==> config.mk <==
export PLATFORM = sky130hd
export DESIGN_NAME = vga_timing_ctrl
export DESIGN_NICKNAME = d
export VERILOG_FILES = /design/src/rtl/vga_pkg.sv /design/src/rtl/vga_delay_line.sv /design/src/rtl/vga_timing_ctrl.sv
export SDC_FILE = /design/constraint.sdc
export NUM_CORES = 1
export LEC_CHECK = 0
export ABC_AREA = 1
export CAP_MARGIN = 20
export CORE_AREA = 2 2 101 84
export DETAILED_ROUTE_END_ITERATION = 12
export DIE_AREA = 0 0 103 86
export PLACE_DENSITY = 0.79
export SLEW_MARGIN = 20
export SYNTH_ARGS = -nofsm -noshare
export SYNTH_HDL_FRONTEND = slang
export SYNTH_SLANG_ARGS = --single-unit
==> constraint.sdc <==
create_clock -name iCLK25 -period 1.98 [get_ports iCLK25]
set_input_delay 0.297 -clock iCLK25 [delete_from_list [all_inputs] [get_ports iCLK25]]
set_output_delay 0.297 -clock iCLK25 [all_outputs]
set_load 0.01 [all_outputs]
==> src/rtl/vga_pkg.sv <==
// Default 640x480@60 timing constants, derived totals and the control bundle
// carried down the pixel-alignment delay line.
package vga_pkg;

    localparam int H_ACTIVE_D = 640;
    localparam int H_FP_D     = 16;
    localparam int H_SYNC_D   = 96;
    localparam int H_BP_D     = 48;
    localparam int V_ACTIVE_D = 480;
    localparam int V_FP_D     = 10;
    localparam int V_SYNC_D   = 2;
    localparam int V_BP_D     = 33;

    localparam int H_TOTAL_D  = H_ACTIVE_D + H_FP_D + H_SYNC_D + H_BP_D;
    localparam int V_TOTAL_D  = V_ACTIVE_D + V_FP_D + V_SYNC_D + V_BP_D;

    // Counters are never narrower than the 10-bit oX/oY coordinates.
    function automatic int cnt_width(input int total);
        int w;
        w = $clog2(total);
        return (w < 10) ? 10 : w;
    endfunction

    typedef struct packed {
        logic hs;
        logic vs;
        logic blank_n;
    } vga_ctl_t;

endpackage

==> src/rtl/vga_delay_line.sv <==
// Fixed-depth shift register with asynchronous clear to a programmable value.
// o_pre exposes the stage just before the output for look-ahead gating.
module vga_delay_line #(
    parameter int               WIDTH   = 1,
    parameter int               DEPTH   = 2,
    parameter logic [WIDTH-1:0] RST_VAL = '0
) (
    input  logic             i_clk,
    input  logic             i_rst_n,
    input  logic [WIDTH-1:0] i_data,
    output logic [WIDTH-1:0] o_data,
    output logic [WIDTH-1:0] o_pre
);

    logic [WIDTH-1:0] r_stage [DEPTH];

    always_ff @(posedge i_clk or negedge i_rst_n) begin
        if (!i_rst_n) begin
            for (int i = 0; i < DEPTH; i++) r_stage[i] <= RST_VAL;
        end else begin
            r_stage[0] <= i_data;
            for (int i = 1; i < DEPTH; i++) r_stage[i] <= r_stage[i-1];
        end
    end

    assign o_data = r_stage[DEPTH-1];

    generate
        if (DEPTH > 1) begin : g_pre_stage
            assign o_pre = r_stage[DEPTH-2];
        end else begin : g_pre_input
            assign o_pre = i_data;
        end
    endgenerate

endmodule

==> src/rtl/vga_timing_ctrl.sv <==
// VGA raster timing: issues pixel requests REQ_LEAD clocks ahead of the source
// data and re-aligns sync/blank with the registered colour outputs.
module vga_timing_ctrl
    import vga_pkg::*;
#(
    parameter int H_ACTIVE = H_ACTIVE_D,
    parameter int H_FP     = H_FP_D,
    parameter int H_SYNC   = H_SYNC_D,
    parameter int H_BP     = H_BP_D,
    parameter int V_ACTIVE = V_ACTIVE_D,
    parameter int V_FP     = V_FP_D,
    parameter int V_SYNC   = V_SYNC_D,
    parameter int V_BP     = V_BP_D,
    parameter bit HS_POL   = 1'b0,
    parameter bit VS_POL   = 1'b0,
    parameter int CW       = 8,
    parameter int REQ_LEAD = 2
) (
    input  logic          iCLK25,
    input  logic          iRST_N,
    input  logic [CW-1:0] iVGA_R,
    input  logic [CW-1:0] iVGA_G,
    input  logic [CW-1:0] iVGA_B,
    output logic [CW-1:0] oVGA_R,
    output logic [CW-1:0] oVGA_G,
    output logic [CW-1:0] oVGA_B,
    output logic          oVGA_H_SYNC,
    output logic          oVGA_V_SYNC,
    output logic          oVGA_BLANK_N,
    output logic          oPSAVE_N,
    output logic          oVGA_CLK,
    output logic          oRequest,
    output logic [9:0]    oX,
    output logic [9:0]    oY,
    output logic          oFrameStart
);

    localparam int H_TOTAL   = H_ACTIVE + H_FP + H_SYNC + H_BP;
    localparam int V_TOTAL   = V_ACTIVE + V_FP + V_SYNC + V_BP;
    localparam int HW        = cnt_width(H_TOTAL);
    localparam int VW        = cnt_width(V_TOTAL);
    localparam int H_SYNC_LO = H_ACTIVE + H_FP;
    localparam int H_SYNC_HI = H_ACTIVE + H_FP + H_SYNC;
    localparam int V_SYNC_LO = V_ACTIVE + V_FP;
    localparam int V_SYNC_HI = V_ACTIVE + V_FP + V_SYNC;

    localparam vga_ctl_t CTL_RST = '{hs: ~HS_POL, vs: ~VS_POL, blank_n: 1'b0};

    logic [HW-1:0] r_hcnt;
    logic [VW-1:0] r_vcnt;
    logic          w_h_last;
    logic          w_v_last;
    logic          w_visible;
    logic          w_hs_win;
    logic          w_vs_win;

    logic          r_req;
    logic          r_fs;
    logic [9:0]    r_x;
    logic [9:0]    r_y;
    vga_ctl_t      r_ctl;
    vga_ctl_t      w_ctl_out;
    vga_ctl_t      w_ctl_pre;
    logic [CW-1:0] r_r;
    logic [CW-1:0] r_g;
    logic [CW-1:0] r_b;

    assign w_h_last  = (r_hcnt == HW'(H_TOTAL - 1));
    assign w_v_last  = (r_vcnt == VW'(V_TOTAL - 1));
    assign w_visible = (r_hcnt < HW'(H_ACTIVE)) && (r_vcnt < VW'(V_ACTIVE));
    assign w_hs_win  = (r_hcnt >= HW'(H_SYNC_LO)) && (r_hcnt < HW'(H_SYNC_HI));
    // vcnt only moves on the hcnt wrap, so vertical sync edges land on hcnt=0.
    assign w_vs_win  = (r_vcnt >= VW'(V_SYNC_LO)) && (r_vcnt < VW'(V_SYNC_HI));

    always_ff @(posedge iCLK25 or negedge iRST_N) begin
        if (!iRST_N) begin
            r_hcnt <= '0;
            r_vcnt <= '0;
        end else if (w_h_last) begin
            r_hcnt <= '0;
            r_vcnt <= w_v_last ? '0 : r_vcnt + 1'b1;
        end else begin
            r_hcnt <= r_hcnt + 1'b1;
        end
    end

    // Request stage: outputs describe the counter position sampled at this edge,
    // so pixel (0,0) is requested on the very first clock after reset.
    always_ff @(posedge iCLK25 or negedge iRST_N) begin
        if (!iRST_N) begin
            r_req <= 1'b0;
            r_fs  <= 1'b0;
            r_x   <= '0;
            r_y   <= '0;
            r_ctl <= CTL_RST;
        end else begin
            r_req         <= w_visible;
            r_fs          <= (r_hcnt == '0) && (r_vcnt == '0);
            r_ctl.hs      <= w_hs_win ? HS_POL : ~HS_POL;
            r_ctl.vs      <= w_vs_win ? VS_POL : ~VS_POL;
            r_ctl.blank_n <= w_visible;
            if (w_visible) begin
                r_x <= 10'(r_hcnt);
                r_y <= 10'(r_vcnt);
            end
        end
    end

    vga_delay_line #(
        .WIDTH   ($bits(vga_ctl_t)),
        .DEPTH   (REQ_LEAD + 1),
        .RST_VAL (CTL_RST)
    ) u_ctl_dly (
        .i_clk   (iCLK25),
        .i_rst_n (iRST_N),
        .i_data  (r_ctl),
        .o_data  (w_ctl_out),
        .o_pre   (w_ctl_pre)
    );

    // w_ctl_pre is the blank_n that reaches the output on the same edge as this data.
    always_ff @(posedge iCLK25 or negedge iRST_N) begin
        if (!iRST_N) begin
            r_r <= '0;
            r_g <= '0;
            r_b <= '0;
        end else if (w_ctl_pre.blank_n) begin
            r_r <= iVGA_R;
            r_g <= iVGA_G;
            r_b <= iVGA_B;
        end else begin
            r_r <= '0;
            r_g <= '0;
            r_b <= '0;
        end
    end

    assign oVGA_R       = r_r;
    assign oVGA_G       = r_g;
    assign oVGA_B       = r_b;
    assign oVGA_H_SYNC  = w_ctl_out.hs;
    assign oVGA_V_SYNC  = w_ctl_out.vs;
    assign oVGA_BLANK_N = w_ctl_out.blank_n;
    assign oPSAVE_N     = 1'b1;
    assign oVGA_CLK     = iCLK25;
    assign oRequest     = r_req;
    assign oX           = r_x;
    assign oY           = r_y;
    assign oFrameStart  = r_fs;

endmodule

# Word-level counts from Yosys, hierarchy flattened
# Cells that the tools add are included.
# totals
inputBits,26
ff_bits,77
output_inout_bits,51
# classes
n_lt_le_gt_ge,6
eq_ne,2
muxes,7
add_sub_neg,2
n_reduce_logical,6
# op_table
cell,n
$mux W8,3
$add A10 B1 Y10 const B,2
$eq A10 B10 Y1 const B,2
$logic_not A10 Y1,2
$lt A10 B10 Y1 const B,2
$lt A10 B9 Y1 const B,2
$mux W10,2
$ge A10 B10 Y1 const B,1
$ge A10 B9 Y1 const B,1
$logic_and A1 B1 Y1,4
$mux W1,2

# Logic depth before layout (Yosys ltp)
# Gate-level depths: netlist of run 1.
# depth
word_depth,3
mapped_depth,9

# Modules after synthesis
# Synthesis of run 1 repeated with hierarchy kept, for this count alone.
# hier_totals
hier_cells,330
area_unflattened_um2,3270.6
# modules_own_cells
mod,cells_each,area_each_um2,seq_area_each_um2,instances
vga_timing_ctrl,315,2992.9,1704.1,1
vga_delay_line,15,277.8,232.7,1

==> flow_summary.yaml, run 1 <==
timing:
  finalCritPeriodShare: 0.914
  worstMarginPinSlew_ns: 0.727
  min_period_ns: 1.81
  setup_tns_ns: 0
  hold_violations: 0
  drv_slew: 0
  skew_ns: 0.00751
  fmax_ghz: 0.553
  rsz0062_at_grt: "no"
  setup_viol_count_final: 0
  relSlewSlack: 0.515
routing:
  wl_mm: 6.55
  via_per_inst: 4.54
  initialDrtViolationCount: 133
  ant_nets: 0
  vias: 2325
  drc: 0
  wl_per_cell_microns: 12.8
  drtPass1Iterations: 4
synth:
  syn_area_sq_um: 3200
  synth_mux_area_frac: 0
  synth_most_common_cell: "dfrtp_1"
  syn_area_per_cell_sq_um: 10.1
  yosys_warnings: 0
  synth_edf_count: 0
  yosysSeqAreaShare: 0.605
  synth_commonest_cells: "69 x dfrtp_1, 64 x nand2_1, 43 x inv_1"
  synthAdderAreaFrac: 0.0156
  synth_compound_area_frac: 0.0711
  yosysUniqueCellTypes: 35
  ys_ff_latch: 77
  synthCells: 316
  yosys.area_share.simple: 0.206
  yosys.area.top_type: "dfrtp_1"
  synth_top_flop_cell: "dfrtp_1"
  async_reset_ff_frac: 1.00
  yosysTopAreaCellShare: 0.539
  synthesis.nets: 346
  synth_xor_xnor_area_share: 0.0192
  synth_top_family_by_area: "simple AND/OR/NAND/NOR gates"
  synthTopCellsByArea: "dfrtp_1 54%, nand2_1 7.5%, dfstp_2 6.6%, inv_1 5.0%, a21oi_2 3.8%"
critical_path:
  cp_data_arrival_time_ns: 1.51
  worst_path_dominant_cell_family: "buffers and inverters"
  worstSetupEndpointType: "output pin"
  crit_required_ns: 1.68
  slowest_delay_ns: 0.54
  crit_chain: "clkdlybuf4s50_1"
  critPathMaxFanout: 1
  crit_buf_inv: 1
  r2r_start: "r_hcnt[9]$_DFF_PN0_"
  startpoint: "u_ctl_dly.o_data[1]$_DFF_PN1_"
  slowest_stage: "clkdlybuf4s50_1"
  startpoint_type: "register"
  criticalPathCategory: "reg -> out"
finish:
  fin_area_sq_um: 4310
  antenna-diode-count: 0
  num-nets-final: 429
  stdcell_count: 512
  area_delta_synth_final_pct: 34.7
  drive_gt1_frac: 0.181
flow_run:
  drv_cap: 0
die:
  num_rows: 29
  dieArea_sq_um: 8860
  die_y_microns: 86
  coreArea_sq_um: 7760
  die_width_microns: 103
  initial_core_util: 0.412
  io_pins: 77
grt:
  use_met2: 0.222
  grt-ovfl-total: 0
  antenna_found_initial: 0
  grt_pass1_wl_mm: 10.7
  met3_usage: 0.0823
  grt.total_usage: 0.164
  use_met1: 0.212
  grt_max_degree: 52
  grt_pass1_vias: 2221
  grt_busiest_layer: "met2"
placed_design:
  place.gp.congestion: 0.876
  dp.cells: 492
  dpl_cell_area_sq_um: 4040
  dpl.hpwl_mm: 4.72
  io_buffers: 75
pwr:
  peakVddDrop_uv: 456
  powerDensity_nw_per_um2: 760
  power.leakage_nw: 2.05
clock_network:
  clock_latency_ns: 0.46
  path_clk_slew_ns: 0.08
  tritoncts: "yes"
outcome:
  outcome: "finished clean"
min_path:
  hold_class: "reg -> reg"
  min_from: "u_ctl_dly.r_stage[8]$_DFF_PN1_"
[cells in the final DEF (no fill, tap or decap), types with 2 or more instances in the layout]
cell,netlist,routed
o21ai_1,2,2
bufinv_16,0,2
o21ai_2,3,3
o21ai_0,9,9
nor3_1,3,3
ha_1,4,4
inv_1,43,43
nand3_2,2,2
nand3_1,11,11
clkdlybuf4s50_1,0,73
nand2_1,64,64
a21oi_2,14,14
xor2_1,6,6
nor2_1,28,28
dfrtp_1,69,69
clkbuf_8,0,12
nand2_2,2,2
a21oi_1,2,2
nand4_1,7,7
nor2_2,11,11
dfstp_2,8,8
clkinvlp_4,0,2
buf_4,2,4
or2_2,3,3
inv_2,3,3
nor2_4,2,2
[path summary, 6_finish.rpt]
check | end | slack [ns] | cells after the start
min reg2reg | u_ctl_dly.o_pre[2]$_DFF_PN1_ | 0.35 | 0
max | oVGA_V_SYNC | 0.17 | 1
max in group asynchronous | r_vcnt[1]$_DFFE_PN0N_ | 0.98 | 3
min | u_ctl_dly.o_pre[2]$_DFF_PN1_ | 0.35 | 0
max reg2reg | oX[9]$_DFFE_PN0P_ | 0.39 | 6
min in group asynchronous | oVGA_G[0]$_DFF_PN0_ | 0.42 | 2
[layer usage]
metal | wire [microns] | part of all wire
met1 | 2990 | 0.46
met2 | 2700 | 0.41
met3 | 698 | 0.11
met4 | 157 | 0.024
met5 | 0 | 0
[state kept, by name, summed over array words and instances (netlist names)]
register	count
oVGA_G	8
u_ctl_dly.o_data	3
u_ctl_dly.r_stage	3
oFrameStart	1
oY	10
r_ctl	3
r_vcnt	10
oVGA_B	8
oVGA_R	8
r_hcnt	10
u_ctl_dly.o_pre	3
oX	10
[stage by stage]
stage / hold slack, ns / power (mW) / util / setup WS (ns)
after global routing: 0.352 / 3.41 / 0.555 / 0.116
final: 0.350 / 3.28 / 0.555 / 0.171
after detailed placement: 0.339 / 1.86 / 0.520 / 0.244
after floorplan: 0.00141 / 1.71 / - / 0.574
after CTS: 0.347 / 3.32 / 0.555 / 0.148
after global placement: 0.335 / 1.85 / 0.520 / 0.244
[logic make-up after synthesis]
| family | Yosys count |
|---|---|
| adder cells (fa/ha/maj) | 4 |
| buffers and inverters | 57 |
| other | 1 |
| flip-flops | 77 |
| AO/OA/AOI/OAI | 32 |
| AND/OR/NAND/NOR | 138 |
| XOR/XNOR | 7 |
[where the power goes]
group / internal, mW / leakage, nW / switching, mW
Sequential: 1.60 / 0.948 / 0.00607
Combinational: 0.0975 / 0.970 / 0.0733
Clock: 0.871 / 0.132 / 0.633
Total: 2.56 / 2.05 / 0.712
[what timing repair did]
action / 4_1_cts / 5_1_grt
hold buffers: 1 / 0
setup endpoints to repair: 1 / 0
gates resized for setup: 1 / 0
setup buffers: 0 / 0
hold endpoints to repair: 42 / 0
[area by class of cell]
cell class / count / area, sq um
clock inverter: 6 / 95.1
multi-input combinational: 182 / 1000
timing repair buffer: 79 / 791
sequential: 77 / 1940
fill: 683 / 3450
tap: 108 / 135
inverter: 46 / 173
clock buffer: 14 / 178
Power figures use the tool's default switching activity.
==> inputs of run 2 (changes only) <==
--- a/config.mk
+++ b/config.mk
@@ -7,10 +7,10 @@
 export LEC_CHECK = 0
 export ABC_AREA = 1
 export CAP_MARGIN = 20
-export CORE_AREA = 2 2 101 84
+export CORE_AREA = 2 2 99 82
 export DETAILED_ROUTE_END_ITERATION = 12
-export DIE_AREA = 0 0 103 86
-export PLACE_DENSITY = 0.79
+export DIE_AREA = 0 0 101 84
+export PLACE_DENSITY = 0.84
 export SLEW_MARGIN = 20
 export SYNTH_ARGS = -nofsm -noshare
 export SYNTH_HDL_FRONTEND = slang
==> constraint.sdc (replaced) <==
create_clock -name iCLK25 -period 1.6 [get_ports iCLK25]
set_input_delay 0.24 -clock iCLK25 [delete_from_list [all_inputs] [get_ports iCLK25]]
set_output_delay 0.24 -clock iCLK25 [all_outputs]
set_load 0.01 [all_outputs]
==> run 2 against run 1 <==
Against the previous run: wire length up 3.3%; first-iteration DRC count down 5.3%; core utilization up 1.6 points; total power up 23%; register-to-register slack worse by 0.24 ns; largest power group unchanged; highest routed layer unchanged.
==> flow_summary.yaml, run 2 (synthesis gave the netlist of run 1 again) <==
outcome:
  outcome: "finished clean"
critical_path:
  reg2reg_slack_ns: 0.15
  crit_end: "oVGA_G[0]"
  criticalPathCategory: "reg -> out"
  startpoint: "oVGA_G[0]$_DFF_PN0_"
  crit_chain: "clkdlybuf4s50_1"
  slowest_stage: "clkdlybuf4s50_1"
  worst_path_dominant_cell_family: "buffers and inverters"
  cp.depth: 1
  r2r_start: "r_hcnt[0]$_DFF_PN0_"
  cp_data_arrival_time_ns: 1.33
  critPathMaxFanout: 1
  slowest_delay_ns: 0.53
  reg2reg_depth: 8
  startpoint_type: "register"
  crit_buf_inv: 1
  crit_required_ns: 1.36
  worstSetupEndpointType: "output pin"
  reg2reg_to: "r_hcnt[8]$_DFF_PN0_"
finish:
  layout_commonest_cell: "dfrtp_1"
  drive_gt1_frac: 0.188
  mostFrequentLayoutCells: "69 x dfrtp_1, 64 x nand2_1, 43 x inv_1"
  area_delta_synth_final_pct: 36.0
  num-nets-final: 434
  antenna-diode-count: 0
  fin_area_sq_um: 4350
pwr:
  pwr-share-seq: 0.493
  p_int_mw: 3.16
  swShare: 0.214
  power.leakage_nw: 2.32
  powerDensity_nw_per_um2: 924
  fin_total_pwr_mw: 4.02
  power_switching_mw: 0.861
  peakVddDrop_uv: 504
  pwr-share-clk: 0.455
  p_comb_frac: 0.052
timing:
  skew_ns: 0.00587
  fmax_ghz: 0.636
  drv_slew: 0
  finalCritPeriodShare: 0.983
  setup_viol_count_final: 0
  hold_violations: 0
  min_period_ns: 1.57
  fin_ws_ns: 0.0278
flow_run:
  drv_cap: 0
routing:
  via_per_inst: 4.66
  ant_nets: 0
  initialDrtViolationCount: 126
  wl_mm: 6.77
  wl_per_cell_microns: 13.5
  vias: 2341
  drc: 0
  drtPass1Iterations: 4
clock_network:
  clock_latency_ns: 0.45
  path_clk_slew_ns: 0.08
  tritoncts: "yes"
grt:
  grt-ovfl-total: 0
  grt_pass1_wl_mm: 10.5
  grt.total_usage: 0.163
  grt_max_degree: 78
  grt_pass1_vias: 2224
  antenna_found_initial: 0
die:
  io_pins: 77
  dieArea_sq_um: 8480
  die_y_microns: 84
  coreArea_sq_um: 7620
  num_rows: 29
  die_width_microns: 101
  initial_core_util: 0.420
placed_design:
  dpl_cell_area_sq_um: 4060
  pre_cts_ws_ns: 0.111
  io_buffers: 75
  place.gp.congestion: 0.918
  dpl.hpwl_mm: 4.65
min_path:
  hold_class: "in -> reg"
-- run 2: power by group through the flow --
stage / clock network (mW) / logic, mW / registers (mW)
after CTS: 1.88 / 0.215 / 1.98
final: 1.83 / 0.208 / 1.98
after detailed placement: 0.0636 / 0.213 / 2.02
after floorplan: 0.0515 / 0.0248 / 2.04
after global placement: 0.0636 / 0.208 / 2.02
after global routing: 1.98 / 0.230 / 1.99
-- run 2: worst min-delay path by stage --
stage,start,to,slack [ns],depth (start not counted)
finish,iVGA_B[4],oVGA_B[4]$_DFF_PN0_,0.31,3
global route,iVGA_R[6],oVGA_R[6]$_DFF_PN0_,0.30,3
CTS,iVGA_R[0],oVGA_R[0]$_DFF_PN0_,0.30,3
detailed placement,iRST_N,oVGA_G[3]$_DFF_PN0_,0.31,2
global placement,iRST_N,oVGA_G[3]$_DFF_PN0_,0.30,2
floorplan,iRST_N,oFrameStart$_DFF_PN0_,-0.06,0
-- run 2: layout make-up --
cell class	count	area [sq um]
clock buffer	15	181
clock inverter	5	85.1
fill	639	3270
inverter	46	173
multi-input combinational	182	1000
sequential	77	1940
tap	93	116
timing repair buffer	84	857
-- run 2: per-stage QoR --
step	setup TNS, ns	hold slack [ns]	cells	utilization
floorplan	0	-0.0556	316	-
global placement	0	0.298	481	0.533
detailed placement	0	0.314	481	0.533
CTS	0	0.301	501	0.565
global route	-0.0265	0.301	502	0.571
finish	0	0.313	502	0.571
-- run 2: what timing repair did --
action / 4_1_cts / 5_1_grt
hold buffers: 1 / 0
setup buffers: 0 / 1
hold endpoints to repair: 69 / 0
setup endpoints to repair: 20 / 23
gates cloned: 0 / 0
resized for setup: 20 / 17
-- run 2: layer usage --
layer	routed length, microns	global-route usage
met5	0	0
met3	507	0.0570
met2	2820	0.228
met1	3330	0.229
met4	119	0.0713
==> inputs of run 3 (changes only) <==
--- a/config.mk
+++ b/config.mk
@@ -7,10 +7,12 @@
 export LEC_CHECK = 0
 export ABC_AREA = 1
 export CAP_MARGIN = 20
-export CORE_AREA = 2 2 99 82
+export CORE_AREA = 2 2 97 80
+export CTS_BUF_LIST = sky130_fd_sc_hd__clkbuf_4
 export DETAILED_ROUTE_END_ITERATION = 12
-export DIE_AREA = 0 0 101 84
-export PLACE_DENSITY = 0.84
+export DIE_AREA = 0 0 99 82
+export HOLD_SLACK_MARGIN = 0.15
+export PLACE_DENSITY = 0.87
 export SLEW_MARGIN = 20
 export SYNTH_ARGS = -nofsm -noshare
 export SYNTH_HDL_FRONTEND = slang
==> run 3 against run 2 <==
Against the previous run: global-route usage is 1.9 points higher; register-to-register slack worse by 0.05 ns; clock power is 25% lower; hold slack worse by 0.096 ns; non-clock buffer count is 4 higher; sequential power hardly changed; fmax is 2.8% higher; first-iteration DRC count is 13% higher; via count is 3.4% higher; critical path type is now clk -> out; largest power group unchanged.
==> flow_summary.yaml, run 3 (synthesis gave the netlist of run 1 again) <==
routing:
  vias: 2421
  initialDrtViolationCount: 142
  wl_per_cell_microns: 13.5
  wl_mm: 6.80
  ant_nets: 0
  drtPass1Iterations: 4
  via_per_inst: 4.81
  drc: 0
timing:
  fin_ws_ns: 0.0595
  relSlewSlack: 0.471
  timing.hold.ws_ns: 0.218
  worstMarginPinSlew_ns: 0.790
  hold_violations: 0
  skew_ns: 0.0114
  fmax_ghz: 0.654
  drv_slew: 0
  finalCritPeriodShare: 0.963
  min_period_ns: 1.54
  setup_viol_count_final: 0
finish:
  nFillCells: 626
  drive_gt1_frac: 0.213
  fin_area_sq_um: 4250
  antenna-diode-count: 0
  mostFrequentLayoutCells: "68 x dfrtp_1, 64 x nand2_1, 48 x dlygate4sd2_1"
  area_delta_synth_final_pct: 32.7
  num-nets-final: 438
  layout_commonest_cell: "dfrtp_1"
placed_design:
  place.gp.congestion: 0.862
  dpl_cell_area_sq_um: 4060
  dpl.hpwl_mm: 4.81
  io_buffers: 75
  pre_cts_ws_ns: 0.0647
min_path:
  hold_class: "in -> reg"
die:
  die_y_microns: 82
  dieArea_sq_um: 8120
  io_pins: 77
  initial_core_util: 0.446
  coreArea_sq_um: 7180
  die_width_microns: 99
  num_rows: 28
flow_run:
  drv_cap: 0
critical_path:
  worstSetupEndpointType: "output pin"
  crit_required_ns: 1.36
  criticalPathCategory: "clk -> out"
  startpoint_type: "clock port"
  critPathMaxFanout: 2
  cp_data_arrival_time_ns: 1.30
pwr:
  power.leakage_nw: 2.19
  peakVddDrop_uv: 516
  powerDensity_nw_per_um2: 836
  fin_total_pwr_mw: 3.55
outcome:
  outcome: "finished clean"
grt:
  grt_max_degree: 41
  grt.total_usage: 0.182
  antenna_found_initial: 0
  grt_pass1_vias: 2367
  grt-ovfl-total: 0
  grt_pass1_wl_mm: 11.3
clock_network:
  clock_latency_ns: 0.53
  tritoncts: "yes"
  path_clk_slew_ns: 0.13
-- run 3: cell types whose count changed in the layout (fill, tap and decap cells not counted), sizes merged --
cell           change
buf                +3
bufinv             -1
clkbuf             -1
clkdlybuf4s15      +1
clkdlybuf4s50     -13
clkinvlp           -1
dlygate4sd2       +28
dlygate4sd3        +1
dlymetal6s2s      -17
inv                +4
-- run 3: metal layers --
metal / share of wire / GRT usage / vias up / wire [microns]
li1: - / - / 1163 / -
met1: 0.44 / 0.231 / 1127 / 3020
met2: 0.45 / 0.286 / 118 / 3090
met3: 0.087 / 0.0536 / 13 / 591
met4: 0.014 / 0.0959 / 0 / 98
met5: 0 / 0 / - / 0
-- run 3: worst max-delay path, stage by stage --
cell and delay (ns):
clkbuf_4 0.11, clkbuf_4 0.12, dlygate4sd2_1 0.27
-- run 3: metrics by stage --
stage,setup TNS [ns],utilization,cells
2_1_floorplan,0,-,316
3_3_place_gp,0,0.565,476
3_5_place_dp,0,0.565,476
4_1_cts,0,0.584,498
5_1_grt,-0.00443,0.591,503
6_report,0,0.591,503
-- run 3: power by group --
| part | switching [mW] | internal, mW |
|---|---|---|
| sequential | 0.00699 | 1.98 |
| clock | 0.762 | 0.610 |
| combinational | 0.0925 | 0.102 |
-- run 3: what timing repair did --
action                                  CTS  global route
endpoints found under the hold margin    77             0
endpoints found under the setup margin   50            13
setup buffers                             1             5
pin swaps                                 0             2
hold buffers                              2             0
resized for setup                        50            12
-- run 3: final timing paths --
kind / slack (ns) / depth (start not counted) / endpoint / from
setup / recovery: 0.06 / 3 / oVGA_CLK / iCLK25
hold / removal: 0.22 / 3 / oVGA_R[6]$_DFF_PN0_ / iVGA_R[6]
setup reg to reg: 0.10 / 8 / r_vcnt[0]$_DFFE_PN0N_ / r_hcnt[0]$_DFF_PN0_
hold reg to reg: 0.35 / 0 / u_ctl_dly.o_pre[0]$_DFF_PN0_ / u_ctl_dly.r_stage[6]$_DFF_PN0_
max in group asynchronous: 0.17 / 3 / r_vcnt[7]$_DFFE_PN0N_ / iRST_N
min in group asynchronous: 0.24 / 3 / oX[8]$_DFFE_PN0P_ / iRST_N
-- run 3: final cells by class --
cell class	count	area (sq um)	area share
Timing Repair Buffer	88	826	0.194
Sequential cell	77	1940	0.456
Clock buffer	13	98.8	0.0233
Clock inverter	7	81.3	0.0192
Tap cell	90	113	0.0265
Multi-Input combinational cell	182	1010	0.238
Inverter	46	178	0.0418
